--- src/rtl/edge_detect_mc.sv ---
// Multi-channel edge detector: synchronizer, optional glitch filter, edge pulses, sticky flags
// and saturating per-channel event counters. Filter compiled in by EDGE_GLITCH_FILTER_EN.
module edge_detect_mc #(
  parameter int unsigned CH          = 4,
  parameter int unsigned SYNC_STAGES = 2,
  parameter int unsigned FILT_CYC    = 4,
  parameter int unsigned CNT_W       = 16
) (
  input  logic                  clk,
  input  logic                  rst_n,
  input  logic [CH-1:0]         din,
  input  logic [2*CH-1:0]       mode,
  input  logic [CH-1:0]         clr,
  output logic [CH-1:0]         level,
  output logic [CH-1:0]         edge_pulse,
  output logic [CH-1:0]         edge_dir,
  output logic                  any_edge,
  output logic [CH-1:0]         evt_flag,
  output logic [CH*CNT_W-1:0]   evt_cnt
);

  if (CH < 1 || CH > 32 || SYNC_STAGES < 2 || FILT_CYC < 1 || CNT_W < 1) begin : g_bad_params
    $error("edge_detect_mc: parameter out of range");
  end

  localparam logic [CNT_W-1:0] CntMax = {CNT_W{1'b1}};

  logic [CH-1:0] sync_q [SYNC_STAGES];
  logic [CH-1:0] sync_out;
  logic [CH-1:0] level_q, level_d;
  logic [CH-1:0] prev_q;
  logic [CH-1:0] rise, fall;
  logic [CH-1:0] mode_rise, mode_fall;
  logic [CH-1:0] pulse_q, pulse_d;
  logic [CH-1:0] dir_q, dir_d;
  logic [CH-1:0] flag_q, flag_d;
  logic [CNT_W-1:0] cnt_q [CH];
  logic [CNT_W-1:0] cnt_d [CH];

  // Synchronizer presets to 1 so an already-high input does not look like a rise.
  always_ff @(posedge clk or negedge rst_n) begin
    if (!rst_n) begin
      for (int s = 0; s < SYNC_STAGES; s++) sync_q[s] <= '1;
    end else begin
      sync_q[0] <= din;
      for (int s = 1; s < SYNC_STAGES; s++) sync_q[s] <= sync_q[s-1];
    end
  end

  assign sync_out = sync_q[SYNC_STAGES-1];

`ifdef EDGE_GLITCH_FILTER_EN
  localparam int unsigned FW = (FILT_CYC > 1) ? $clog2(FILT_CYC) : 1;
  localparam logic [FW-1:0] FiltLast = FW'(FILT_CYC - 1);

  logic [FW-1:0] filt_q [CH];
  logic [FW-1:0] filt_d [CH];

  // Level follows sync_out only after it has differed for FILT_CYC consecutive samples.
  always_comb begin
    level_d = level_q;
    for (int i = 0; i < CH; i++) begin
      filt_d[i] = '0;
      if (sync_out[i] != level_q[i]) begin
        if (filt_q[i] == FiltLast) begin
          level_d[i] = sync_out[i];
        end else begin
          filt_d[i] = filt_q[i] + FW'(1);
        end
      end
    end
  end

  always_ff @(posedge clk or negedge rst_n) begin
    if (!rst_n) begin
      for (int i = 0; i < CH; i++) filt_q[i] <= '0;
    end else begin
      for (int i = 0; i < CH; i++) filt_q[i] <= filt_d[i];
    end
  end
`else
  assign level_d = sync_out;
`endif

  always_ff @(posedge clk or negedge rst_n) begin
    if (!rst_n) begin
      level_q <= '1;
      prev_q  <= '1;
    end else begin
      level_q <= level_d;
      prev_q  <= level_q;
    end
  end

  always_comb begin
    mode_rise = '0;
    mode_fall = '0;
    for (int i = 0; i < CH; i++) begin
      mode_rise[i] = mode[2*i];
      mode_fall[i] = mode[2*i+1];
    end
  end

  assign rise    = level_q & ~prev_q;
  assign fall    = ~level_q & prev_q;
  assign pulse_d = (rise & mode_rise) | (fall & mode_fall);

  always_comb begin
    dir_d = dir_q;
    for (int i = 0; i < CH; i++) begin
      if (pulse_d[i]) dir_d[i] = rise[i];
    end
  end

  // A clear coinciding with a pulse keeps that event: flag=1, count=1.
  always_comb begin
    flag_d = flag_q;
    for (int i = 0; i < CH; i++) begin
      cnt_d[i] = cnt_q[i];
      if (clr[i]) begin
        flag_d[i] = pulse_q[i];
        cnt_d[i]  = pulse_q[i] ? CNT_W'(1) : '0;
      end else if (pulse_q[i]) begin
        flag_d[i] = 1'b1;
        if (cnt_q[i] != CntMax) cnt_d[i] = cnt_q[i] + CNT_W'(1);
      end
    end
  end

  always_ff @(posedge clk or negedge rst_n) begin
    if (!rst_n) begin
      pulse_q <= '0;
      dir_q   <= '0;
      flag_q  <= '0;
      for (int i = 0; i < CH; i++) cnt_q[i] <= '0;
    end else begin
      pulse_q <= pulse_d;
      dir_q   <= dir_d;
      flag_q  <= flag_d;
      for (int i = 0; i < CH; i++) cnt_q[i] <= cnt_d[i];
    end
  end

  for (genvar g = 0; g < CH; g++) begin : g_cnt_out
    assign evt_cnt[g*CNT_W +: CNT_W] = cnt_q[g];
  end

  assign level      = level_q;
  assign edge_pulse = pulse_q;
  assign edge_dir   = dir_q;
  assign any_edge   = |pulse_q;
  assign evt_flag   = flag_q;

endmodule

--- config.mk ---
export PLATFORM = sky130hd
export DESIGN_NAME = edge_detect_mc
export DESIGN_NICKNAME = d
export VERILOG_FILES = /design/src/rtl/edge_detect_mc.sv
export SDC_FILE = /design/constraint.sdc
export NUM_CORES = 1
export LEC_CHECK = 0
export BUFFER_PORTS_ARGS = -buffer_cell sky130_fd_sc_hd__buf_2
export CAP_MARGIN = 10
export CORE_MARGIN = 2
export CORE_UTILIZATION = 30
export CTS_BUF_LIST = sky130_fd_sc_hd__clkbuf_2 sky130_fd_sc_hd__clkbuf_4 sky130_fd_sc_hd__clkbuf_8
export DETAILED_ROUTE_END_ITERATION = 12
export GPL_TIMING_DRIVEN = 0
export SETUP_SLACK_MARGIN = 0.2
export SLEW_MARGIN = 40
export SYNTH_ARGS = -nofsm -noshare
export SYNTH_HDL_FRONTEND = slang
export SYNTH_SLANG_ARGS = --single-unit
export TNS_END_PERCENT = 10
--- constraint.sdc ---
create_clock -name clk -period 1.76 [get_ports clk]
set_input_delay 0.176 -clock clk [delete_from_list [all_inputs] [get_ports clk]]
set_output_delay 0.176 -clock clk [all_outputs]
set_load 0.02 [all_outputs]
==> results.ini <==
[outcome]
status = finished, violations left
violations = negative setup slack

[synth]
yosysMostFrequentCell = dfrtp_1
synth_compound_area_share_pct = 14.34
async_flop_share_pct = 100.0
synth_top_area_share_pct = 41.53
syn_area_um2 = 4579
ys_ff_latch = 92
synth_xor_area_share_pct = 4.590
ys_types = 63
synthTopCellsByArea = dfrtp_1 42%, dfstp_2 9.2%, o21ai_0 3.6%, nand3_1 3.5%, xnor2_1 3.3%
yosys_warnings = 0
muxShareOfSynthArea_pct = 1.667
synth_top_family_by_area = simple AND/OR/NAND/NOR gates
synth.avg_cell_area_um2 = 9.999
synthFlopType = dfrtp_1
synthTopCellsByCount = 76 x dfrtp_1, 33 x o21ai_0, 32 x nand3_1, 27 x inv_1
synth_fp_nets = 480
netlist.top_cell.by_area = dfrtp_1
ys_seq_area_share_pct = 50.71
synthAdderAreaFrac_pct = 1.093
synthCells = 458
synth-simple-area-share_pct = 23.36
synth_edf_count = 0

[power]
power.total_uw = 4131
irDropWorstVdd_uv = 510.4
leakage_uw = 0.002690
power_density_nw_per_um2 = 678.7

[setup_path]
ff2ff_path_depth = 5
rr_startpoint = evt_cnt[28]$_DFFE_PN0P_
crit_required_ns = 2.03
worstSetupPathType = reg2reg
cp-end-kind = register
critPathLaunchType = register
critical_path.endpoint = evt_cnt[21]$_DFFE_PN0P_
rr_endpoint = evt_cnt[21]$_DFFE_PN0P_
cp-startpoint = evt_cnt[28]$_DFFE_PN0P_
crit_arrival_ns = 2.04
critPathMaxFanout = 6
rrSetupSlack_ns = -0.007

[final_layout]
drive_above_1_share_pct = 39.87
areaGrowthSynthToFinish_pct = 32.92
nNetsFinal = 614
diodes = 0

[clocking]
cts_max_level = 3
cts_buffers = 9
clockBufferDepth = 2
insertion_delay_ns = 0.39
ctsRootBufferMaster = clkbuf_8
cts_tree = yes
clkSinkCount = 92
clk_transition_reported_paths_ns = 0.11

[drt]
routedWlPerCell_um = 15.64
post-route-drc-count = 0
viasPerCell = 5.220
firstDrtPassIters = 4
ant_nets = 0
drt_iter0_markers = 270
wl_um = 12280
num_vias = 4098

[floorplanning]
die_area_um2 = 16270
row_count = 45
start_util_pct = 30.46
design.core.area_um2 = 15030
die_h_um = 127.6
io_pins = 99
die-width_um = 127.6

[sta]
worstMarginPinSlew_ns = 0.5214
fmax_mhz = 566.1
rsz0062_at_grt = yes
finClkSkew_ns = 0.01059
final-setup-viol-count = 1
slew_headroom_pct = 65.24
final.setup.tns_ns = -0.006550
worst_slack_ns = -0.006550
final.period_utilization_pct = 100.4
period_minus_slack_ns = 1.767
slew_violations = 0
hold_viol_final = 0

[grt]
antenna_found_initial = 0
grtUsageTotal_pct = 15.10
top_usage_layer = met2
grt_pass1_vias = 3902
grt_remaining_overflow = 0
grt_use_met1_pct = 19.63
grt_max_degree = 48
use_met2_pct = 24.60
met3_usage_pct = 2.889
grt_pass1_wl_um = 19850

[place]
dp_hpwl_um = 8275
io_buffers = 95
gp_congestion = 0.8132

[run]
cap_violations = 0

[hold_path]
worstHoldPathType = in2reg

critical path: stages, from the launching register on:
cell and delay (ns):
dfrtp_2 0.38, buf_6 0.11, nand4_1 0.26, nor4_4 0.44, a211oi_1 0.15, mux2_1 0.32
area by class of cell:
| cell class | instances | area [um2] |
|---|---|---|
| Multi-Input combinational cell | 322 | 2321 |
| Clock inverter | 7 | 68.82 |
| Sequential cell | 92 | 2359 |
| Timing Repair Buffer | 123 | 740.7 |
| Tap cell | 188 | 235.2 |
| Buffer | 17 | 137.6 |
| Clock buffer | 9 | 123.9 |
| Inverter | 27 | 101.3 |
| Fill cell | 1484 | 8946 |
metrics by stage:
stage / utilization [%] / std cells / setup slack [ns] / instance area, um2 / hold slack [ns]
floorplan: - / 458 / 0.09405 / 4639 / -0.1196
global placement: 35.59 / 741 / -0.5864 / 5350 / 0.2806
detailed placement: 35.84 / 742 / -0.1036 / 5388 / 0.1019
CTS: 39.34 / 773 / -0.02020 / 5914 / 0.008768
global route: 40.49 / 785 / -0.08811 / 6087 / 0.04611
finish: 40.49 / 785 / -0.006550 / 6087 / 0.03254
routing by layer:
metal | routed length [um] | vias to the layer above
met2 | 6017 | 100
met5 | 0 | -
met4 | 220 | 0
met3 | 491 | 14
met1 | 5550 | 2029
li1 | - | 1955
worst min-delay path by stage:
stage | from | endpoint | depth (start not counted)
after floorplan | rst_n | edge_dir[0]$_DFFE_PN0P_ | 0
after detailed placement | rst_n | evt_cnt[11]$_DFFE_PN0P_ | 1
after global placement | din[0] | sync_q[4]$_DFF_PN1_ | 1
after global routing | mode[2] | edge_pulse[1]$_DFF_PN0_ | 3
after CTS | mode[2] | edge_pulse[1]$_DFF_PN0_ | 3
final | mode[2] | edge_pulse[1]$_DFF_PN0_ | 3
registers in the layout, indices dropped and copies added (netlist names):
signal      cells
edge_dir        4
edge_pulse      4
evt_cnt        64
evt_flag        4
level           4
level_d         4
prev_q          4
sync_q          4
what timing repair did:
| action | 4_1_cts | 5_1_grt |
|---|---|---|
| buffers inserted | 9 | 12 |
| pin swaps | 22 | 20 |
| gates resized for setup | 54 | 20 |
| hold buffers | 6 | 0 |
| endpoints found under the setup margin | 50 | 50 |
| endpoints found under the hold margin | 52 | 0 |
logic make-up (layout without fill, tap and decap cells):
kind of cell / count (synthesis) / after routing
compound gates: 106 / 106
buf+inv: 44 / 183
xor+xnor: 24 / 24
fa+ha+maj: 4 / 4
flops: 92 / 92
simple gates: 181 / 181
mux: 7 / 7
placed cells by master, fill, tap and decap left out, types with 12 or more instances in the layout:
master    Yosys  final
buf_4         2     23
o21ai_0      33     32
dfrtp_2       0     29
dfstp_2      16     16
dfrtp_1      76     47
inv_1        27     26
nand2_1      23     23
nor2_1       25     25
nor3_1       17     15
buf_2         3     93
a21oi_1      25     22
clkbuf_8      1     12
xnor2_1      17     17
nand3_1      32     26
nand4_1      23     23
power breakdown:
part / leakage (uW) / internal [uW] / switching, uW
logic: 0.00144 / 166 / 257
clock network: 0.0000994 / 552 / 896
registers: 0.00115 / 2200 / 64.2
(Power assumes the default switching activity.)
